[config.mk]
export PLATFORM = sky130hd
export DESIGN_NAME = eq_node_param
export DESIGN_NICKNAME = d
export VERILOG_FILES = /design/src/rtl/eq_node_param.sv
export SDC_FILE = /design/constraint.sdc
export NUM_CORES = 1
export LEC_CHECK = 0
export CORE_ASPECT_RATIO = 1.1
export CORE_UTILIZATION = 53
export CTS_CLUSTER_DIAMETER = 120
export CTS_CLUSTER_SIZE = 20
export DETAILED_ROUTE_END_ITERATION = 12
export MAX_ROUTING_LAYER = met4
export PLACE_DENSITY = 0.89
export REMOVE_ABC_BUFFERS = 1
export SETUP_SLACK_MARGIN = 0.5
export SLEW_MARGIN = 25
export SYNTH_ARGS = -nofsm -noshare
export SYNTH_HDL_FRONTEND = slang
export SYNTH_SLANG_ARGS = --single-unit
[constraint.sdc]
create_clock -name clk -period 1.92 [get_ports clk]
set_clock_uncertainty 0.05 [all_clocks]
set_input_delay 0.384 -clock clk [delete_from_list [all_inputs] [get_ports clk]]
set_output_delay 0.384 -clock clk [all_outputs]
set_load 0.01 [all_outputs]
[src/rtl/eq_node_param.sv]
`default_nettype none
// ============================================================================
//  Module      : eq_node_param
//  Description : Parametrised stochastic equality node of degree DEG for the
//                bit-serial decoder fabric. The DEG-1 check-node bits and the
//                channel bit are merged in two stages. The first stage has
//                NSUB subnodes, and each subnode has a small internal memory
//                (IM). The second stage is a single NSUB-input stage with an
//                edge memory (EM). An output flop follows the second stage.
//                The node also provides a clock enable, a registered HOLD
//                flag, and an EM-ready indicator.
//  Ports       : clk       - clock; all state changes on the rising edge
//                rst       - synchronous active-high reset (overrides i_en)
//                i_en      - clock enable; 0 freezes every register
//                i_init    - initialisation; loads the EM with channel bit
//                i_c       - channel stochastic bit
//                i_r       - DEG-1 stochastic bits from parity-check nodes
//                i_sel     - random address bits (EM addr, then IM addrs)
//                o_q       - registered output stochastic bit
//                o_hold    - final stage used the EM bit last update
//                o_em_rdy  - EM fully loaded (>= EM_S INIT cycles since rst)
//  Revision    : 1.0 - initial release
// ============================================================================
module eq_node_param #(
  parameter int DEG    = 6,
  parameter int SUB_D  = 3,
  parameter int IM_S   = 2,
  parameter int EM_S   = 8,
  parameter int LFSR_S = 8
) (
  input  logic              clk,
  input  logic              rst,
  input  logic              i_en,
  input  logic              i_init,
  input  logic              i_c,
  input  logic [DEG-2:0]    i_r,
  input  logic [LFSR_S-1:0] i_sel,
  output logic              o_q,
  output logic              o_hold,
  output logic              o_em_rdy
);

  localparam int NSUB  = DEG / SUB_D;
  localparam int EM_AW = $clog2(EM_S);
  localparam int IM_AW = $clog2(IM_S);
  localparam int CW    = EM_AW + 1;
  localparam logic [CW-1:0] C_EM_FULL = CW'(EM_S);

  // Registered state
  logic [NSUB-1:0] r_s;               // subnode outputs
  logic [IM_S-1:0] r_im [NSUB];       // per-subnode IM, bit 0 = newest
  logic [EM_S-1:0] r_em;              // edge memory, bit 0 = newest
  logic            r_f;               // final-stage output
  logic            r_q;
  logic            r_hold;
  logic [CW-1:0]   r_cnt;             // enabled INIT cycles, saturating

  // Combinational helpers
  logic [DEG-1:0]   w_x;
  logic [NSUB-1:0]  w_all1;
  logic [NSUB-1:0]  w_all0;
  logic [NSUB-1:0]  w_im_rd;
  logic [IM_AW-1:0] w_im_addr [NSUB];
  logic [EM_AW-1:0] w_em_addr;
  logic             w_em_rd;
  logic             w_s_unan;
  logic             w_unused_sel;

  assign w_x       = {i_c, i_r};
  assign w_em_addr = i_sel[EM_AW-1:0];
  assign w_em_rd   = r_em[w_em_addr];
  assign w_s_unan  = (&r_s) | (~|r_s);

  // Any SEL bits above the last IM address field are spare LFSR bits.
  assign w_unused_sel = ^i_sel;

  generate
    for (genvar k = 0; k < NSUB; k++) begin : g_sub
      logic [SUB_D-1:0] w_sub_in;
      assign w_sub_in     = w_x[k*SUB_D +: SUB_D];
      assign w_all1[k]    = &w_sub_in;
      assign w_all0[k]    = ~|w_sub_in;
      assign w_im_addr[k] = i_sel[EM_AW + k*IM_AW +: IM_AW];
      // Read the pre-shift contents. The IM is never written on a hold cycle,
      // so a hold reads the same data it would have read without the shift.
      assign w_im_rd[k]   = r_im[k][w_im_addr[k]];
    end
  endgenerate

  always_ff @(posedge clk) begin
    if (rst) begin
      r_s    <= '0;
      r_em   <= '0;
      r_f    <= 1'b0;
      r_q    <= 1'b0;
      r_hold <= 1'b0;
      r_cnt  <= '0;
      for (int k = 0; k < NSUB; k++) begin
        r_im[k] <= '0;
      end
    end else if (i_en) begin
      // First stage: a unanimous subnode regenerates and records its bit.
      // Otherwise the subnode replays a stored bit from its IM.
      for (int k = 0; k < NSUB; k++) begin
        if (w_all1[k]) begin
          r_s[k]  <= 1'b1;
          r_im[k] <= {r_im[k][IM_S-2:0], 1'b1};
        end else if (w_all0[k]) begin
          r_s[k]  <= 1'b0;
          r_im[k] <= {r_im[k][IM_S-2:0], 1'b0};
        end else begin
          r_s[k]  <= w_im_rd[k];
        end
      end

      // Final stage. INIT wins over a unanimous subnode vector.
      if (i_init) begin
        r_f    <= i_c;
        r_em   <= {r_em[EM_S-2:0], i_c};
        r_hold <= 1'b0;
        if (r_cnt != C_EM_FULL) begin
          r_cnt <= r_cnt + CW'(1);
        end
      end else if (w_s_unan) begin
        r_f    <= r_s[0];
        r_em   <= {r_em[EM_S-2:0], r_s[0]};
        r_hold <= 1'b0;
      end else begin
        r_f    <= w_em_rd;
        r_hold <= 1'b1;
      end

      r_q <= r_f;
    end
  end

  assign o_q      = r_q;
  assign o_hold   = r_hold;
  assign o_em_rdy = (r_cnt == C_EM_FULL);

endmodule
`default_nettype wire
==> run_results.csv <==
group,metric,value,unit
critical_path,crit_path_frequent_cell,"inv_1",
logic_synthesis,synthDistinctLibCells,35,
placed_design,dpl_cell_area,1290,um2
critical_path,critPathLaunch,"r_cnt[0]$_SDFFE_PP0P_",
critical_path,crit_required,1490,ps
critical_path,timing.critical_path.to_type,"output pin",
logic_synthesis,synth_area,1060,um2
clocking,clk_path_buf_depth,2,
timing,fmax,0.627,GHz
logic_synthesis,yosysTopAreaCell,"dfxtp_1",
placed_design,hpwl,1600,um
critical_path,worst-path-buf-inv,3,
critical_path,critPathSlowestCell,"dfxtp_2",
status,status,"complete, no violations",
detailed_routing,viasPerCell,5.37,
clocking,clk_pin_slew,110,ps
finish,multi_input_area,606,um2
grt,grt-ovfl-total,0,
finish,final_area,1400,um2
critical_path,timing.rr.start,"r_cnt[0]$_SDFFE_PP0P_",
logic_synthesis,synth_seq_cells,21,
grt,antenna_found_initial,0,
logic_synthesis,synth_cells,113,
critical_path,worst_setup_path_start_kind,"register",
pwr,ir_drop,0.468,mV
critical_path,critPathMaxFanout,2,
detailed_routing,dr.pass1.iters,4,
run,max_cap_viol_count,0,
critical_path,cp_cell_sequence,"inv_1 -> ha_4 -> nand3b_1 -> inv_1 -> buf_2",
detailed_routing,routedWlPerCell,12.9,um
grt,grt_max_degree,12,
clocking,ctsHoldBuffers,0,
finish,synthToLayoutAreaGrowth,32.8,%
hold_path,holdCritStartpoint,"i_r[4]",
timing,fin_crit,1600,ps
detailed_routing,finalWirelength,2180,um
clocking,cts_root_buf,"clkbuf_4",
timing,slew_headroom,0.800,
grt,grt_pass1_wl,3580,um
placed_design,place.gp.congestion,0.827,
timing,timing.final.hold_violations,0,
clocking,htreeDepth,1,
critical_path,critPathTopFamily,"flip-flops",
finish,fin_nets,163,
logic_synthesis,syn_area_per_cell,9.36,um2
clocking,cts_buffers,3,
timing,rsz0062_at_grt,"yes",
logic_synthesis,synth.top_cell.area_share,0.341,
timing,finalSetupViolations,0,
detailed_routing,drtAntennaViolNets,0,
logic_synthesis,synthTopCellsByArea,"dfxtp_1 (34%), mux2i_1 (9.5%), edfxtp_1 (8.5%)",
grt,grtUsageTotal,0.220,
critical_path,worstSetupPathType,"reg2out",
grt,grt_pass1_vias,901,
die,die-area,2180,um2
finish,drive_above_1_share,0.211,
placed_design,portBuffers,17,
hold_path,holdCritPathClass,"in2reg",
die,die_h,48.8,um
timing,hold_slack,374,ps
clocking,clk_latency,300,ps
timing,tightestPinTransition,299,ps
die,rows,16,
timing,slew_viol_final,0,
timing,setup_ws,324,ps
timing,period_share,0.831,
detailed_routing,drtIter0Drc,20,
clocking,cts_tree,"done",
pwr,power_density,598,nW/um2
detailed_routing,drc,0,
die,core,1820,um2
finish,ff_latch_area,453,um2
logic_synthesis,ys_seq_area_frac,0.426,
logic_synthesis,yosys_warnings,0,
clocking,clock-sinks,21,
placed_design,dp_worst_setup_slack,-16.8,ps
die,io_pins,21,
finish,diodes,0,
critical_path,critical_path_arrival,1160,ps
die,start_util,0.580,
finish,fill_cells,130,
detailed_routing,vias,907,
critical_path,slowest_delay,340,ps
die,fp.dieW,44.6,um
pwr,p_leak,0.000643,uW
## worst reg2reg max path, cell delays in order (launching register included)
cell,delay (ps)
dfxtp_2,340
inv_1,90
ha_4,130
nand3b_1,120
buf_4,150
buf_4,130
and2_1,160
xnor2_1,150
nor2_1,60
## synth_stat cells, drive strengths merged
library cell	instances
and2	3
o21ai	6
mux2i	10
mux2	2
or2	1
edfxtp	3
dfxtp	18
nand4	1
nor2b	2
buf	1
mux4	1
a21boi	1
nand3	1
xor2	2
or2b	1
inv	7
o2111ai	1
and3	3
nor2	14
a21o	3
xnor2	2
o211a	1
o21bai	2
nand2	5
nand3b	1
a21oi	9
clkbuf	2
ha	2
o31ai	1
a311oi	1
a211o	1
nor3	4
a211oi	1
## sequential cells by signal (all words and copies together), names as in the netlist
signal and flops:
o_hold 1, r_im 4, o_q 1, r_s 2
r_f 1, r_cnt 4, r_em 8
## cell usage in the layout, fill, tap and decap left out, types with 3 or more instances in the layout
master,n
inv_1,5
clkbuf_4,3
clkdlybuf4s50_1,6
dlymetal6s2s_1,3
edfxtp_1,3
nand2_1,5
o21ai_0,5
dlygate4sd2_1,7
and2_1,3
dfxtp_1,16
mux2i_1,10
nor3_1,3
a21o_1,3
a21oi_1,9
nor2_1,14
buf_4,10
## routing by layer
layer  vias up  part of all wire  GRT usage
li1        458                 -          -
met1       433              0.46      0.257
met2        12              0.51      0.382
met3         4             0.022     0.0333
met4         0            0.0064     0.0606
met5         -                 0          -
## path summary, 6_finish.rpt
| kind | to | slack (ps) | cells past startpoint |
|---|---|---|---|
| setup / recovery | o_em_rdy | 320 | 5 |
| hold / removal | r_im[1][0]$_SDFFE_PP0P_ | 370 | 3 |
| setup reg to reg | r_cnt[0]$_SDFFE_PP0P_ | 460 | 8 |
| hold reg to reg | o_hold$_SDFFE_PP0P_ | 450 | 2 |
## kinds of logic after synthesis
| family | after synthesis | synth area share |
|---|---|---|
| AND/OR/NAND/NOR | 36 | 0.165 |
| AO/OA/AOI/OAI | 27 | 0.179 |
| flip-flops | 21 | 0.426 |
| multiplexers | 13 | 0.137 |
| buffers and inverters | 10 | 0.0367 |
| XOR/XNOR | 4 | 0.0331 |
| adder cells (fa/ha/maj) | 2 | 0.0237 |
## where the power goes
group          leakage [uW]  switching (uW)  internal (uW)
clock             0.0000150             127           80.9
sequential         0.000178            12.1            462
combinational      0.000450            72.2           84.7
## timing repair
item	CTS	global route
pin swaps	2	1
gates resized for setup	16	8
buffers inserted	3	3
setup endpoints to repair	16	8
## through the flow
step / TNS (ps) / power, uW / util / std cells
final: 0 / 840 / 0.771 / 169
after global routing: 0 / 885 / 0.771 / 169
after CTS: 0 / 833 / 0.734 / 166
after detailed placement: -16.8 / 624 / 0.706 / 159
after global placement: 0 / 618 / 0.706 / 159
after floorplan: 0 / 552 / - / 110
## final cells by class
type | count | area share
multi-input cells | 82 | 0.431
well taps | 27 | 0.0241
flip-flops and latches | 21 | 0.323
clock buffers | 4 | 0.0187
repair buffers | 28 | 0.184
inverters | 7 | 0.0187
No activity file was read; power rests on OpenSTA's default activity.
